`src/rtl/ps2_pkg.sv`:
```
// Shared types and constants for the PS/2 mouse receive path.
package ps2_pkg;

    // Frame receiver states
    typedef enum logic [1:0] {
        StIdle,
        StData,
        StParity,
        StStop
    } rx_state_e;

    // Bit positions inside the first byte of a movement packet
    localparam int unsigned BTN_L    = 0;
    localparam int unsigned BTN_R    = 1;
    localparam int unsigned BTN_M    = 2;
    localparam int unsigned SYNC_BIT = 3;
    localparam int unsigned X_SIGN   = 4;
    localparam int unsigned Y_SIGN   = 5;
    localparam int unsigned X_OVF    = 6;
    localparam int unsigned Y_OVF    = 7;

    typedef struct packed {
        logic [2:0] buttons;
        logic [8:0] dx;
        logic [8:0] dy;
        logic       x_ovf;
        logic       y_ovf;
    } mouse_pkt_t;

    // Saturate a signed coordinate into [0, hi]
    function automatic logic [9:0] clamp_coord(input logic signed [10:0] v,
                                               input logic [9:0] hi);
        if (v < 0) begin
            return '0;
        end else if (v > $signed({1'b0, hi})) begin
            return hi;
        end else begin
            return v[9:0];
        end
    endfunction

endpackage

```
`src/rtl/ps2_rx_byte.sv`:
```
// PS/2 device-to-host byte receiver: line synchronisers, falling-edge detect,
// start/data/parity/stop framing and inactivity timeout. Shared by mouse and keyboard.
module ps2_rx_byte
    import ps2_pkg::*;
#(
    parameter int unsigned CLK_HZ     = 16000000,
    parameter int unsigned TIMEOUT_US = 2000
) (
    input  logic       clk,
    input  logic       rst_n,
    input  logic       ps2_clk_i,
    input  logic       ps2_data_i,
    input  logic       hold,        // caller is mid-message; keep the timeout armed
    output logic       byte_valid,
    output logic [7:0] byte_data,
    output logic       byte_err,
    output logic       timeout
);

    localparam int unsigned TIMEOUT_CYC = CLK_HZ / 1000000 * TIMEOUT_US;
    localparam int unsigned CNT_W       = $clog2(TIMEOUT_CYC + 1);

    logic clk_meta_q, clk_sync_q, clk_prev_q;
    logic data_meta_q, data_sync_q;
    logic fall;

    rx_state_e        state_q, state_d;
    logic [2:0]       bit_cnt_q, bit_cnt_d;
    logic [7:0]       shift_q, shift_d;
    logic             par_q, par_d;
    logic [CNT_W-1:0] tmo_cnt_q, tmo_cnt_d;
    logic             busy;

    // Two-flop synchronisers plus a delayed copy of the clock for edge detection.
    // Reset to 1 (idle bus level) so reset release never looks like an edge.
    always_ff @(posedge clk or negedge rst_n) begin
        if (!rst_n) begin
            clk_meta_q  <= 1'b1;
            clk_sync_q  <= 1'b1;
            clk_prev_q  <= 1'b1;
            data_meta_q <= 1'b1;
            data_sync_q <= 1'b1;
        end else begin
            clk_meta_q  <= ps2_clk_i;
            clk_sync_q  <= clk_meta_q;
            clk_prev_q  <= clk_sync_q;
            data_meta_q <= ps2_data_i;
            data_sync_q <= data_meta_q;
        end
    end

    assign fall      = clk_prev_q & ~clk_sync_q;
    assign byte_data = shift_q;

    // Frame FSM and timeout state registers
    always_ff @(posedge clk or negedge rst_n) begin
        if (!rst_n) begin
            state_q   <= StIdle;
            bit_cnt_q <= '0;
            shift_q   <= '0;
            par_q     <= 1'b0;
            tmo_cnt_q <= '0;
        end else begin
            state_q   <= state_d;
            bit_cnt_q <= bit_cnt_d;
            shift_q   <= shift_d;
            par_q     <= par_d;
            tmo_cnt_q <= tmo_cnt_d;
        end
    end

    // Next-state, byte strobes and timeout; an edge in the same cycle beats the timeout
    always_comb begin
        state_d    = state_q;
        bit_cnt_d  = bit_cnt_q;
        shift_d    = shift_q;
        par_d      = par_q;
        byte_valid = 1'b0;
        byte_err   = 1'b0;

        busy    = (state_q != StIdle) || hold;
        timeout = busy && !fall && (tmo_cnt_q == CNT_W'(TIMEOUT_CYC));

        if (fall || !busy || timeout) begin
            tmo_cnt_d = '0;
        end else begin
            tmo_cnt_d = tmo_cnt_q + 1'b1;
        end

        if (timeout) begin
            state_d  = StIdle;
            byte_err = (state_q != StIdle);
        end else if (fall) begin
            unique case (state_q)
                StIdle: begin
                    if (!data_sync_q) begin
                        state_d   = StData;
                        bit_cnt_d = '0;
                    end
                end
                StData: begin
                    shift_d   = {data_sync_q, shift_q[7:1]};
                    bit_cnt_d = bit_cnt_q + 1'b1;
                    if (bit_cnt_q == 3'd7) begin
                        state_d = StParity;
                    end
                end
                StParity: begin
                    par_d   = data_sync_q;
                    state_d = StStop;
                end
                StStop: begin
                    // Odd parity: XOR over data and parity bit must be 1
                    if (data_sync_q && (^{shift_q, par_q})) begin
                        byte_valid = 1'b1;
                    end else begin
                        byte_err = 1'b1;
                    end
                    state_d = StIdle;
                end
            endcase
        end
    end

endmodule

```
`src/rtl/ps2_mouse_rx.sv`:
```
// PS/2 mouse receiver: assembles 3-byte movement packets from ps2_rx_byte.
// Optional cursor tracking is enabled by defining MOUSE_CURSOR_EN.
module ps2_mouse_rx
    import ps2_pkg::*;
#(
    parameter int unsigned CLK_HZ     = 16000000,
    parameter int unsigned TIMEOUT_US = 2000,
    parameter int unsigned SCREEN_W   = 640,
    parameter int unsigned SCREEN_H   = 480
) (
    input  logic       clk,
    input  logic       rst_n,
    input  logic       ps2_clk_i,
    input  logic       ps2_data_i,
    output logic       pkt_valid,
    output logic [2:0] buttons,
    output logic [8:0] dx,
    output logic [8:0] dy,
    output logic       x_ovf,
    output logic       y_ovf,
`ifdef MOUSE_CURSOR_EN
    output logic [9:0] cursor_x,
    output logic [9:0] cursor_y,
`endif
    output logic       frame_err
);

    logic       byte_valid;
    logic [7:0] byte_data;
    logic       byte_err;
    logic       timeout;

    logic [1:0] idx_q, idx_d;
    logic [7:0] b0_q, b0_d;
    logic [7:0] b1_q, b1_d;
    mouse_pkt_t pkt_q, pkt_d;
    logic       pkt_valid_q, pkt_valid_d;
    logic       frame_err_q, frame_err_d;

    ps2_rx_byte #(
        .CLK_HZ     (CLK_HZ),
        .TIMEOUT_US (TIMEOUT_US)
    ) u_rx_byte (
        .clk        (clk),
        .rst_n      (rst_n),
        .ps2_clk_i  (ps2_clk_i),
        .ps2_data_i (ps2_data_i),
        .hold       (idx_q != 2'd0),
        .byte_valid (byte_valid),
        .byte_data  (byte_data),
        .byte_err   (byte_err),
        .timeout    (timeout)
    );

    // Packet assembler state and output registers
    always_ff @(posedge clk or negedge rst_n) begin
        if (!rst_n) begin
            idx_q       <= '0;
            b0_q        <= '0;
            b1_q        <= '0;
            pkt_q       <= '0;
            pkt_valid_q <= 1'b0;
            frame_err_q <= 1'b0;
        end else begin
            idx_q       <= idx_d;
            b0_q        <= b0_d;
            b1_q        <= b1_d;
            pkt_q       <= pkt_d;
            pkt_valid_q <= pkt_valid_d;
            frame_err_q <= frame_err_d;
        end
    end

    // Byte sequencing; a first byte without the sync bit is dropped to resynchronise
    always_comb begin
        idx_d       = idx_q;
        b0_d        = b0_q;
        b1_d        = b1_q;
        pkt_d       = pkt_q;
        pkt_valid_d = 1'b0;
        frame_err_d = byte_err;

        if (byte_err || timeout) begin
            idx_d = 2'd0;
        end else if (byte_valid) begin
            unique case (idx_q)
                2'd0: begin
                    if (byte_data[SYNC_BIT]) begin
                        b0_d  = byte_data;
                        idx_d = 2'd1;
                    end
                end
                2'd1: begin
                    b1_d  = byte_data;
                    idx_d = 2'd2;
                end
                2'd2: begin
                    pkt_d.buttons = {b0_q[BTN_M], b0_q[BTN_R], b0_q[BTN_L]};
                    pkt_d.dx      = {b0_q[X_SIGN], b1_q};
                    pkt_d.dy      = {b0_q[Y_SIGN], byte_data};
                    pkt_d.x_ovf   = b0_q[X_OVF];
                    pkt_d.y_ovf   = b0_q[Y_OVF];
                    pkt_valid_d   = 1'b1;
                    idx_d         = 2'd0;
                end
                default: idx_d = 2'd0;
            endcase
        end
    end

    assign pkt_valid = pkt_valid_q;
    assign frame_err = frame_err_q;
    assign buttons   = pkt_q.buttons;
    assign dx        = pkt_q.dx;
    assign dy        = pkt_q.dy;
    assign x_ovf     = pkt_q.x_ovf;
    assign y_ovf     = pkt_q.y_ovf;

`ifdef MOUSE_CURSOR_EN
    localparam logic [9:0] X_CENTER = 10'(SCREEN_W / 2);
    localparam logic [9:0] Y_CENTER = 10'(SCREEN_H / 2);
    localparam logic [9:0] X_MAX    = 10'(SCREEN_W - 1);
    localparam logic [9:0] Y_MAX    = 10'(SCREEN_H - 1);

    logic [9:0]         cur_x_q, cur_y_q;
    logic signed [10:0] nx, ny;

    // Candidate positions; an overflowed axis contributes no movement
    always_comb begin
        nx = $signed({1'b0, cur_x_q})
           + (pkt_q.x_ovf ? 11'sd0 : $signed({{2{pkt_q.dx[8]}}, pkt_q.dx}));
        // Screen Y grows downward while PS/2 up is positive
        ny = $signed({1'b0, cur_y_q})
           - (pkt_q.y_ovf ? 11'sd0 : $signed({{2{pkt_q.dy[8]}}, pkt_q.dy}));
    end

    // Cursor registers advance on the cycle pkt_valid is high
    always_ff @(posedge clk or negedge rst_n) begin
        if (!rst_n) begin
            cur_x_q <= X_CENTER;
            cur_y_q <= Y_CENTER;
        end else if (pkt_valid_q) begin
            cur_x_q <= clamp_coord(nx, X_MAX);
            cur_y_q <= clamp_coord(ny, Y_MAX);
        end
    end

    assign cursor_x = cur_x_q;
    assign cursor_y = cur_y_q;
`endif

endmodule
```
`config.mk`:
```
export PLATFORM = sky130hd
export DESIGN_NAME = ps2_mouse_rx
export DESIGN_NICKNAME = d
export VERILOG_FILES = /design/src/rtl/ps2_pkg.sv /design/src/rtl/ps2_rx_byte.sv /design/src/rtl/ps2_mouse_rx.sv
export SDC_FILE = /design/constraint.sdc
export NUM_CORES = 1
export LEC_CHECK = 0
export BUFFER_PORTS_ARGS = -buffer_cell sky130_fd_sc_hd__buf_4
export CORE_MARGIN = 2
export CORE_UTILIZATION = 59
export DETAILED_ROUTE_END_ITERATION = 6
export PLACE_DENSITY = 0.79
export SLEW_MARGIN = 20
export SYNTH_ARGS = -nofsm -noshare
export SYNTH_HDL_FRONTEND = slang
export SYNTH_SLANG_ARGS = --single-unit
```
`constraint.sdc`:
```
create_clock -name clk -period 2.6 [get_ports clk]
set_input_delay 0.13 -clock clk [delete_from_list [all_inputs] [get_ports clk]]
set_output_delay 0.13 -clock clk [all_outputs]
set_load 0.01 [all_outputs]
```
* Yosys cells after proc, flatten, opt, wreduce, memory -nomap -nowiden
Index checks and enable logic that the tools add are counted.
** Word-level totals
- Bits of input ports :: 4
- Word-level logic and storage cells :: 85
- Bits in registers :: 77
- Output and inout bits :: 25
** Operators by class
- Reduce and logical (&&, ||, !) cells :: 25
- Equal/unequal tests :: 11
- Bitwise gates (word level) :: 4
- Multiplexer cells :: 23
- $add $sub $neg :: 2
** Operators with widths (number)
- adder 15 x 1 -> 15 bit (second input constant) :: 1
- == test 15 bit (second input constant) :: 1
- 2-to-1 mux 15 bit :: 1
- AND reduction 3 bit :: 5
- 2-to-1 mux 2 bit :: 7
- 2-to-1 mux 1 bit :: 11
- nonzero test 2 bit :: 5
- parity 9 bit :: 1
- one-hot mux 2 bit (4 select lines) :: 1
- AND reduction 4 bit :: 2
- == test 2 bit (second input constant) :: 3
- != test 3 x 2 -> 1 bit (second input constant) :: 2
- one-hot mux 3 bit (2 select lines) :: 1
- == test 2 x 1 -> 1 bit (second input constant) :: 2
- logical NOT 2 bit :: 2
- logical OR 1 bit :: 4
- one-hot mux 2 bit (2 select lines) :: 1
- adder 3 x 1 -> 3 bit (second input constant) :: 1
- == test 3 bit (second input constant) :: 1
- logical AND 1 bit :: 3
- 2-to-1 mux 3 bit :: 1
- != test 3 bit (second input constant) :: 1
- NOT 1 bit :: 3
- logical NOT 1 bit :: 2
- 3 further kinds :: 3

* Logic depth before layout (Yosys ltp)
- Word-level depth :: 9
- Gate-level depth with buffers :: 7
- Gate-level depth less buffers :: 6

* Modules after synthesis
Synthesis repeated with hierarchy kept, for this count alone.
** Unflattened totals
- Cells, all modules :: 245
- Area total of the unflattened synthesis :: 3397.0 µm²
** By module, submodules not included
- ps2_rx_byte :: area each 1711.6 µm², times used 1, cells an instance 149, seq. area each 857.1 µm²
- ps2_mouse_rx :: area each 1685.4 µm², times used 1, cells an instance 96, seq. area each 1051.0 µm²

* Worst setup path before layout
No wires, ideal clock.
- Kind :: register to register
- From :: register u_rx_byte.shift_q[1] (netlist: u_rx_byte.byte_data[1])
- To :: register pkt_q, in the netlist dx[0]
- Buffers on the path :: 1
- Data required time :: 2.475 ns
- Setup slack :: 0.573 ns
- Arrival time :: 1.902 ns
- Cell stages (with the launch flop) :: 6
- Setup time :: 0.125 ns
- Period minus slack after synthesis :: 2.027 ns
- Cell sequence :: dfrtp_1 -> xor2_1 -> xnor3_2 -> mux2i_4 -> buf_6 -> mux2_2
** Between the ends
- Longest elaborated chain between the ends :: 9
- Elaborated cells between the ends (all ways) :: 13
- Those cells by class :: mux: 8; bitwise: 1; reduce/logical: 4
** Ends and longest elaborated chain
- start, declared :: line ps2_rx_byte.sv:29 : logic [7:0] shift_q, shift_d;
- start signal, assigned :: line ps2_rx_byte.sv:66 : shift_q <= shift_d;
- parity 9 bit * :: line ps2_rx_byte.sv:114 : if (data_sync_q && (^{shift_q, par_q})) begin
- logical AND 1 bit * :: line ps2_rx_byte.sv:114
- 2-to-1 mux 1 bit :: line ps2_rx_byte.sv:114
- 2-to-1 mux 1 bit :: line ps2_rx_byte.sv:94 : unique case (state_q)
- 2-to-1 mux 1 bit :: line ps2_rx_byte.sv:93 : end else if (fall) begin
- 2-to-1 mux 1 bit :: line ps2_rx_byte.sv:90 : if (timeout) begin
- logical OR 1 bit :: line ps2_mouse_rx.sv:83 : if (byte_err || timeout) begin
- NOT 1 bit (no line)
- AND reduction 3 bit (no line) *
- end signal, assigned :: line ps2_mouse_rx.sv:68 : pkt_q <= pkt_d;
- end, declared :: line ps2_mouse_rx.sv:36 : mouse_pkt_t pkt_q, pkt_d;
Every way passes the cells marked *; elsewhere a longest branch is shown, timed or not.
A chain may end at the register's enable or synchronous reset.

* Worst setup path after layout
- From :: register u_rx_byte.shift_q[1] (netlist: u_rx_byte.byte_data[1])
- To :: register b1_q[0]
** Between the ends
- Longest elaborated chain between the ends :: 9
- Elaborated cells between the ends (all ways) :: 13
- Those cells by class :: mux: 8; bitwise: 1; reduce/logical: 4
** Ends and longest elaborated chain
- parity 9 bit * :: line ps2_rx_byte.sv:114
- logical AND 1 bit * :: line ps2_rx_byte.sv:114
- 2-to-1 mux 1 bit :: line ps2_rx_byte.sv:114
- 2-to-1 mux 1 bit :: line ps2_rx_byte.sv:94
- 2-to-1 mux 1 bit :: line ps2_rx_byte.sv:93
- 2-to-1 mux 1 bit :: line ps2_rx_byte.sv:90
- logical OR 1 bit :: line ps2_mouse_rx.sv:83
- NOT 1 bit (no line)
- AND reduction 3 bit (no line) *
- end signal, assigned :: line ps2_mouse_rx.sv:60 : b1_q <= '0;
- end signal, assigned :: line ps2_mouse_rx.sv:67 : b1_q <= b1_d;
- end, declared :: line ps2_mouse_rx.sv:35 : logic [7:0] b1_q, b1_d;
Marked as above.

==> impl_metrics.env <==
export IMPL_tns_ns=0
export IMPL_antenna_cells_inserted=0
export IMPL_grt_start_max_net_pins=77
export IMPL_cts_clk_slew_worst_paths_ns=0.08
export IMPL_yosys_area_top_type_share_pct=53.0
export IMPL_final_max_slew_violation_count=0
export IMPL_endpoint_kind="flop"
export IMPL_num_io_pins=29
export IMPL_core_area_sq_um=5510
export IMPL_drt_drc_violations_left=0
export IMPL_cp_buffers_inverters=0
export IMPL_netlist_top_cells_count="dfrtp_1, mux2_2, nor2_1"
export IMPL_rsz0062_at_grt="false"
export IMPL_antenna_violating_nets_post_route=0
export IMPL_timing_rr_end="b1_q[0]"
export IMPL_detailedPlace_worstSlack_ns=0.481
export IMPL_regToRegStartpoint="u_rx_byte.byte_data[1]"
export IMPL_synthesis_area_sq_um=3350
export IMPL_final_min_period_over_clock_period_pct=81.8
export IMPL_worst_r2r_setup_slack_ns=0.47
export IMPL_grt_first_pass_wirelength_mm=9.45
export IMPL_holdCritPathClass="reg -> reg"
export IMPL_area_growth_syn_to_layout_pct=16.0
export IMPL_netlist_cell_type_count=36
export IMPL_path_max_fanout=9
export IMPL_ordered_list_of_cells_on_the_worst_path="xor2_1 > xnor3_2 > mux2i_4 > mux2_2"
export IMPL_floorplan_die_height_um=79.4
export IMPL_synthesis_nets=269
export IMPL_first_iter_violations=61
export IMPL_max_incr_delay_on_cp_ns=0.52
export IMPL_detail_route_wirelength_mm=5.51
export IMPL_place_gp_congestion=0.795
export IMPL_worst_setup_path_start_kind="flop"
export IMPL_post_route_cells_drive_above_1_share_pct=32.5
export IMPL_track_usage_pct=20.0
export IMPL_switching_power_share_of_the_total_pct=30.3
export IMPL_dpl_wire_length_mm=3.67
export IMPL_criticalPathCategory="reg -> reg"
export IMPL_cap_violations=0
export IMPL_cts_tree="yes"
export IMPL_detail_route_first_pass_iterations=4
export IMPL_path_delay_family="multiplexers"
export IMPL_die_area_sq_um=6300
export IMPL_status="finished, final reports clean"
export IMPL_post_route_min_period_ns=2.13
export IMPL_initial_utilization_pct=60.9
export IMPL_cp_arrival_ns=2.36
export IMPL_cts_repair_timing_setup_buffer_count=0
export IMPL_vias_per_cell=5.40
export IMPL_postCtsResizedCells=0
export IMPL_yosysWarningCount=0
export IMPL_synth_enable_flop_cells=0
export IMPL_cts_buffers=9
export IMPL_clkSinkCount=76
export IMPL_finalSetupViolCount=0
export IMPL_synth_sequential_area_ratio_pct=56.9
export IMPL_syn_inst=257
export IMPL_synth_avg_cell_area_sq_um=13.1
export IMPL_fmaxAchievable_ghz=0.470
export IMPL_timing_final_hold_violations=0
export IMPL_fin_ws_ns=0.474
export IMPL_worst_path_stages=4
export IMPL_pwr_share_seq_pct=45.3
export IMPL_grt_antenna_before_repair=0
export IMPL_worst_skew_pair_later_pin_latency_ns=0.35
export IMPL_cts_hold_buffers_added=3
export IMPL_setup_worst_path_end="b1_q[0]"
export IMPL_die_width_um=79.4
export IMPL_clock_skew_ns=0.00849
export IMPL_clkPwrFrac_pct=30.2
export IMPL_worst_path_max_delay_cell="xnor3_2"
export IMPL_worst_pin_slew_ns=0.931
export IMPL_overflow=0
export IMPL_floorplan_rows=27
export IMPL_max_slew_margin_pct=37.9
export IMPL_portBuffers=28
export IMPL_ctsRootBufferMaster="clkbuf_8"
export IMPL_synth_top_cell_by_area="dfrtp_1"
export IMPL_reg2reg_depth=4
export IMPL_power_leakage_nw=1.90
export IMPL_critPathLaunch="u_rx_byte.byte_data[1]"
export IMPL_post_route_util_pct=70.6
export IMPL_first_global_vias=2020
export IMPL_p_int_w=0.00224
export IMPL_vias=2021
export IMPL_finish_net_count=309
export IMPL_max_vdd_ir_drop_uv=474
export IMPL_synth_most_common_cell="dfrtp_1"
export IMPL_synth_top_cells_by_area="dfrtp_1, mux2_2, dfstp_2"
export IMPL_htree_levels=3
export IMPL_max_clock_path_buffers=2
export IMPL_net_switching_power_w=0.000971
export IMPL_synth_seq_cells=76
export IMPL_critical_path_required_ns=2.83
export IMPL_synth_ff_type="dfrtp_1"
export IMPL_p_per_area_nw_per_um2=825
export IMPL_routedWlPerCell_um=14.7
export IMPL_synth_async_sr_flop_share_pct=100
export IMPL_power_frac_comb_pct=24.5
layer usage:
metal  track usage, %  wire length, um  vias up
met5                0                0        -
met4             12.1              151        0
met3             4.86              183       13
met2             30.7             2560       30
met1             26.0             2620      993
li1                 -                -      985
registers in the layout (all words and copies together), names as in the netlist:
register	count
u_rx_byte.state_q	2
y_ovf	1
frame_err	1
u_rx_byte.bit_cnt_q	3
b1_q	8
dy	9
idx_q	2
u_rx_byte.tmo_cnt_q	15
u_rx_byte.clk_prev_q	1
u_rx_byte.clk_sync_q	1
u_rx_byte.par_q	1
u_rx_byte.byte_data	8
dx	9
x_ovf	1
pkt_valid	1
u_rx_byte.data_sync_q	1
u_rx_byte.data_meta_q	1
u_rx_byte.clk_meta_q	1
b0_q	7
buttons	3
placed cells by master (no fill, tap or decap), types with 4 or more instances in the layout:
master     n
nor3_1     7
buf_4     31
xnor2_1   13
nand3_1   10
nand4_1    6
nor2_1    17
nand2_1   13
clkbuf_8   9
nor4_1     5
dfrtp_1   71
mux2_2    43
inv_1      8
dfstp_2    5
a21oi_1    4
xor2_1     4
ha_1       8
o21ai_0    7
through the flow:
step,power [W],hold WS (ns),cells,instance area [sq um]
6_report,0.00321,0.357,374,3890
3_5_place_dp,0.00227,0.239,355,3640
4_1_cts,0.00325,0.358,374,3890
3_3_place_gp,0.00223,0.239,355,3640
2_1_floorplan,0.00209,-0.166,257,3350
5_1_grt,0.00340,0.364,374,3890
worst min-delay path by stage:
| stage | start | end | cells after the start |
|---|---|---|---|
| final | u_rx_byte.clk_meta_q | u_rx_byte.clk_sync_q | 0 |
| after CTS | u_rx_byte.clk_meta_q | u_rx_byte.clk_sync_q | 0 |
| after global placement | ps2_clk_i | u_rx_byte.clk_meta_q | 1 |
| after floorplan | rst_n | b0_q[0] | 0 |
| after detailed placement | ps2_data_i | u_rx_byte.data_meta_q | 1 |
| after global routing | u_rx_byte.data_meta_q | u_rx_byte.data_sync_q | 0 |
cell type report:
class	instances	area, sq um
clock buffer	10	128
inverter	8	30.0
multi-input combinational	168	1380
tap	72	90.1
clock inverter	6	88.8
sequential	76	1910
fill	395	1620
timing repair buffer	34	263
power by group through the flow:
stage / Combinational (W) / Clock [W] / Sequential, W
floorplan: 0.000653 / 0 / 0.00143
global placement: 0.000759 / 0 / 0.00147
detailed placement: 0.000789 / 0 / 0.00148
CTS: 0.000798 / 0.000997 / 0.00146
global route: 0.000878 / 0.00105 / 0.00148
finish: 0.000786 / 0.000968 / 0.00145
kinds of logic (layout without fill, tap and decap cells):
| group | count (synthesis) | in the layout | synth area share, % |
|---|---|---|---|
| flip-flops | 76 | 76 | 56.9 |
| AND/OR/NAND/NOR | 74 | 74 | 11.4 |
| multiplexers | 49 | 49 | 17.2 |
| XOR/XNOR | 20 | 20 | 6.53 |
| AO/OA/AOI/OAI | 17 | 17 | 3.13 |
| buffers and inverters | 13 | 58 | 1.90 |
| adder cells (fa/ha/maj) | 8 | 8 | 2.98 |
No activity file was read; power rests on OpenSTA's default activity.
